### src/rtl/Falco_pkg.sv
// Core-wide width definitions shared across the Falco pipeline.
package Falco_pkg;
    localparam int FALCO_XLEN = 32;
    typedef logic [FALCO_XLEN-1:0] xlen_data_t;
endpackage

### src/rtl/L1_cache_pkg.sv
// Shared L1 cache types: arbitration FSM encoding for the single DCache port.
package L1_cache_pkg;
    typedef enum logic [1:0] {
        ARB_IDLE    = 2'd0,
        ARB_LD_WAIT = 2'd1,
        ARB_ST_WAIT = 2'd2
    } dcache_arb_state_t;
endpackage

### src/rtl/dcache_port_arbiter.sv
// Arbitrates LSU loads and store-buffer drains onto one L1 DCache port,
// one outstanding transaction at a time, with bounded store starvation.
module dcache_port_arbiter
    import Falco_pkg::*;
    import L1_cache_pkg::*;
#(
    parameter int STARVE_LIMIT = 4,
    parameter int XLEN         = $bits(xlen_data_t)
) (
    input  logic              clk,
    input  logic              rst,
    input  logic              ld_req_valid,
    input  logic [XLEN-1:0]   ld_req_addr,
    output logic              ld_req_ready,
    input  logic              ld_kill,
    output logic              ld_resp_valid,
    output logic [XLEN-1:0]   ld_resp_data,
    input  logic              sb_drain_valid,
    input  logic [XLEN-1:0]   sb_drain_addr,
    input  logic [XLEN-1:0]   sb_drain_data,
    input  logic [XLEN/8-1:0] sb_drain_mask,
    input  logic              sb_full,
    output logic              sb_drain_ready,
    output logic              dc_req_valid,
    output logic              dc_req_we,
    output logic [XLEN-1:0]   dc_req_addr,
    output logic [XLEN-1:0]   dc_req_wdata,
    output logic [XLEN/8-1:0] dc_req_mask,
    input  logic              dc_req_ready,
    input  logic              dc_resp_valid,
    input  logic [XLEN-1:0]   dc_resp_data,
    output logic              busy
);
    localparam int            CW    = $clog2(STARVE_LIMIT + 1);
    localparam logic [CW-1:0] LIMIT = CW'(STARVE_LIMIT);

    dcache_arb_state_t state_q, state_d;
    logic [CW-1:0]     starve_cnt_q, starve_cnt_d;
    logic              killed_q, killed_d;

    logic ld_ok;
    logic pick_store;
    logic req_any;
    logic handshake;

    // A squashed load is never a candidate, so a pending store may go instead.
    assign ld_ok      = ld_req_valid && !ld_kill;
    assign pick_store = sb_drain_valid && (sb_full || (starve_cnt_q == LIMIT) || !ld_ok);
    assign req_any    = (state_q == ARB_IDLE) && (pick_store || ld_ok);
    assign handshake  = req_any && dc_req_ready;

    always_ff @(posedge clk) begin
        if (rst) begin
            state_q      <= ARB_IDLE;
            starve_cnt_q <= '0;
            killed_q     <= 1'b0;
        end else begin
            state_q      <= state_d;
            starve_cnt_q <= starve_cnt_d;
            killed_q     <= killed_d;
        end
    end

    always_comb begin
        state_d      = state_q;
        killed_d     = killed_q;
        starve_cnt_d = starve_cnt_q;
        case (state_q)
            ARB_IDLE: begin
                if (handshake) begin
                    state_d  = pick_store ? ARB_ST_WAIT : ARB_LD_WAIT;
                    killed_d = !pick_store && ld_kill;
                end
            end
            ARB_LD_WAIT: begin
                if (ld_kill) begin
                    killed_d = 1'b1;
                end
                if (dc_resp_valid) begin
                    state_d  = ARB_IDLE;
                    killed_d = 1'b0;
                end
            end
            ARB_ST_WAIT: begin
                if (dc_resp_valid) begin
                    state_d = ARB_IDLE;
                end
            end
            default: state_d = ARB_IDLE;
        endcase
        // Counts loads granted past a waiting store; any drain or idle store buffer resets it.
        if (!sb_drain_valid || (handshake && pick_store)) begin
            starve_cnt_d = '0;
        end else if (handshake && (starve_cnt_q != LIMIT)) begin
            starve_cnt_d = starve_cnt_q + 1'b1;
        end
    end

    always_comb begin
        ld_req_ready   = 1'b0;
        sb_drain_ready = 1'b0;
        ld_resp_valid  = 1'b0;
        ld_resp_data   = '0;
        dc_req_valid   = 1'b0;
        dc_req_we      = 1'b0;
        dc_req_addr    = '0;
        dc_req_wdata   = '0;
        dc_req_mask    = '0;
        busy           = 1'b0;
        if (!rst) begin
            busy           = (state_q != ARB_IDLE);
            dc_req_valid   = req_any;
            ld_req_ready   = handshake && !pick_store;
            sb_drain_ready = handshake && pick_store;
            if (req_any) begin
                if (pick_store) begin
                    dc_req_we    = 1'b1;
                    dc_req_addr  = sb_drain_addr;
                    dc_req_wdata = sb_drain_data;
                    dc_req_mask  = sb_drain_mask;
                end else begin
                    dc_req_addr  = ld_req_addr;
                end
            end
            // A kill arriving together with the data still squashes it.
            if ((state_q == ARB_LD_WAIT) && dc_resp_valid && !killed_q && !ld_kill) begin
                ld_resp_valid = 1'b1;
                ld_resp_data  = dc_resp_data;
            end
        end
    end
endmodule

### config.mk
export PLATFORM = sky130hd
export DESIGN_NAME = dcache_port_arbiter
export DESIGN_NICKNAME = d
export VERILOG_FILES = /design/src/rtl/Falco_pkg.sv /design/src/rtl/L1_cache_pkg.sv /design/src/rtl/dcache_port_arbiter.sv
export SDC_FILE = /design/constraint.sdc
export NUM_CORES = 1
export LEC_CHECK = 0
export ABC_AREA = 1
export CORE_AREA = 2 2 96 98
export CTS_CLUSTER_SIZE = 20
export DETAILED_ROUTE_END_ITERATION = 16
export DIE_AREA = 0 0 98 100
export PLACE_DENSITY_LB_ADDON = 0.25
export SETUP_SLACK_MARGIN = 0.15
export SLEW_MARGIN = 20
export SYNTH_ARGS = -nofsm -noshare
export SYNTH_HDL_FRONTEND = slang
export SYNTH_SLANG_ARGS = --single-unit
### constraint.sdc
create_clock -name clk -period 5.1 [get_ports clk]
set_input_delay 1.53 -clock clk [delete_from_list [all_inputs] [get_ports clk]]
set_output_delay 1.53 -clock clk [all_outputs]
set_load 0.02 [all_outputs]
==> impl_metrics.toml <==
[outcome]
status = "finished, final reports clean"

[worst_setup_path]
worstPathCellList = "clkdlybuf4s50_1 -> nor2_1 -> nand3_2 -> nand2_4 -> inv_6 -> nand3_4 -> buf_4 -> nor2_2 -> clkdlybuf4s50_1"
crit_path_start_kind = "primary input"
critPathSlowestCell = "clkdlybuf4s50_1"
max_stage_delay_ns = 0.61
path_class = "in2out"
crit_top_cell = "clkdlybuf4s50_1"
cp.required_ns = 3.57
cp.arrival_ns = 3.34
worstSetupEndpointType = "primary output"
crit_fanout = 6

[power_and_ir_drop]
peakVddDrop_v = 0.0001229
switching_share = 0.4033
power.density_nw_per_um2 = 119.4
comb_power_share = 0.756
pwr-share-clk = 0.137
internal_power_w = 0.0003106
p_seq_frac = 0.107
total_leakage_power_nw = 3.363
power_switching_w = 0.0002099

[flow_run]
maxCapViolations = 0

[synthesis]
synth-seq-cells = 6
synth_cells = 327
ys_types = 22
netlist_area_um2 = 1528
synth_warnings = 0
synth.avg_cell_area_um2 = 4.672
synth_fp_nets = 471
seq_area_frac_synth = 0.07862

[route]
viasPerCell = 4.016
drtPass1Iterations = 4
drc_errors = 0
wl_per_cell_um = 12.43
ant_nets = 0
vias = 2731
routed_wl_mm = 8.453
first_iter_violations = 56

[clocking]
cts_setup_buffers = 0
cts.htree.levels = 1
cts_buffers = 3
cts_root_buf = "clkbuf_8"
cts.clk_slew.worst_paths_ns = 0.03
clk_latency_ns = 0.22
cts_max_path_buffers = 2
cts_sinks = 6
cts_tree = "yes"

[timing]
rsz0062_at_grt = "no"
setup_viol = 0
tns_ns = 0
hold_viol = 0
fin_crit_ns = 4.875
max_freq_mhz = 205.1
relSlewSlack = 0.7607
final_max_slew_viol_count = 0
worst_slew_pin_slew_ns = 0.3589
period_share = 0.9558
hold_slack_ns = 0.4840
clock_skew_ns = 0.001402

[grt]
grt_pass1_vias = 2597
grt.overflow.total = 0
grt_pass1_wl_mm = 12.52
antenna_found_initial = 0
grtUsageTotal = 0.1546
grt_max_degree = 36

[final_layout]
diodes = 0
final_common_cell = "clkdlybuf4s50_1"
layout.nets = 715
layout_common_cells = "157 x clkdlybuf4s50_1, 134 x nor2_1, 83 x inv_1, 79 x dlymetal6s2s_1, 32 x o21ai_0"
num-fill-cells = 864
synthToLayoutAreaGrowth_pct = 185.4
drive_above_1_share = 0.05448

[floorplanning]
coreArea_um2 = 8890
die_h_um = 100
initial_core_util = 0.1719
die_area_um2 = 9800
die_w_um = 98
row_count = 35
io_pins = 246

[place]
port_buffers = 245
place_hpwl_mm = 6.985
gp_congestion = 0.7731

[min_path]
hold_class = "reg2reg"
power by group through the flow:
stage,Clock [W],Sequential (W),Combinational [W]
finish,0.0000716,0.0000555,0.000393
global route,0.0000768,0.0000559,0.000429
CTS,0.0000744,0.0000553,0.000404
detailed placement,0,0.0000560,0.000406
global placement,0,0.0000557,0.000400
floorplan,0,0.0000551,0.000178
worst max-delay path, delay by kind of cell:
kind          cells  cell delay, ns
buf+inv           4            1.39
simple gates      5            0.41
sequential cells by signal (all words and copies together), names as in the netlist:
signal	cells
killed_q	1
starve_cnt_q	3
state_q	2
routing by layer:
metal	global-route usage	part of all wire	vias to the layer above
li1	-	-	1415
met1	0.1817	0.40	1192
met2	0.2982	0.53	120
met3	0.02994	0.063	4
met4	0.01816	0.0047	0
met5	0	0	-
cell families (layout without fill, tap and decap cells):
logic type,after synthesis,in the layout,synth area share
flops,6,6,0.07863
buf+inv,102,344,0.2793
fa+ha+maj,4,4,0.03276
simple gates,175,175,0.4742
xor+xnor,1,1,0.005734
compound gates,39,39,0.1294
final timing paths:
kind              slack [ns]                      endpoint                          from  depth (start not counted)
setup / recovery        0.23              dc_req_wdata[11]                       ld_kill                          9
hold / removal          0.48  starve_cnt_q[1]$_SDFFE_PP0P_  starve_cnt_q[1]$_SDFFE_PP0P_                          2
setup reg to reg        3.56  starve_cnt_q[0]$_SDFFE_PP0P_       state_q[0]$_SDFFE_PP0P_                          7
hold reg to reg         0.48  starve_cnt_q[1]$_SDFFE_PP0P_  starve_cnt_q[1]$_SDFFE_PP0P_                          2
cell usage after synthesis:
library cell,count,area [µm²]
ha_1,4,50.05
inv_2,2,7.510
o21ai_0,32,160.2
inv_1,83,311.6
xor2_1,1,8.760
nand2_4,1,11.26
nor2_1,134,503.0
inv_6,1,8.760
nand3_4,1,17.52
nand3_2,2,20.02
nand2_1,21,78.83
clkbuf_2,2,10.01
a21boi_0,1,7.510
nor2_2,10,62.56
nand2_2,1,6.260
nand3_1,3,15.01
nor3_1,2,10.01
buf_6,3,33.78
buf_2,11,55.05
a21oi_1,4,20.02
dfxtp_1,6,120.1
o21ai_1,2,10.01
stage by stage:
step           instances  instance area, µm²  power [W]    util  setup slack, ns
5_1_grt              680                4360  0.0005614  0.4905           0.1407
3_3_place_gp         677                4133  0.0004561  0.4649           0.1345
2_1_floorplan        327                1528  0.0002328       -            1.069
4_1_cts              680                4163  0.0005339  0.4683           0.1510
3_5_place_dp         677                4133  0.0004618  0.4649           0.1101
6_report             680                4360  0.0005205  0.4905           0.2254
final cells by class:
cell class	instances	area, µm²	area share
inverter	86	327.8	0.07518
multi-input combinational	219	980.9	0.2250
clock buffer	3	41.29	0.009469
tap	111	138.9	0.03185
timing repair buffer	255	2751	0.6310
sequential	6	120.1	0.02755
repair_timing:
item | CTS | global route
resized for setup | 9 | 79
setup endpoints to repair | 9 | 79
hold buffers | 0 | 0
Power figures use the tool's default switching activity.
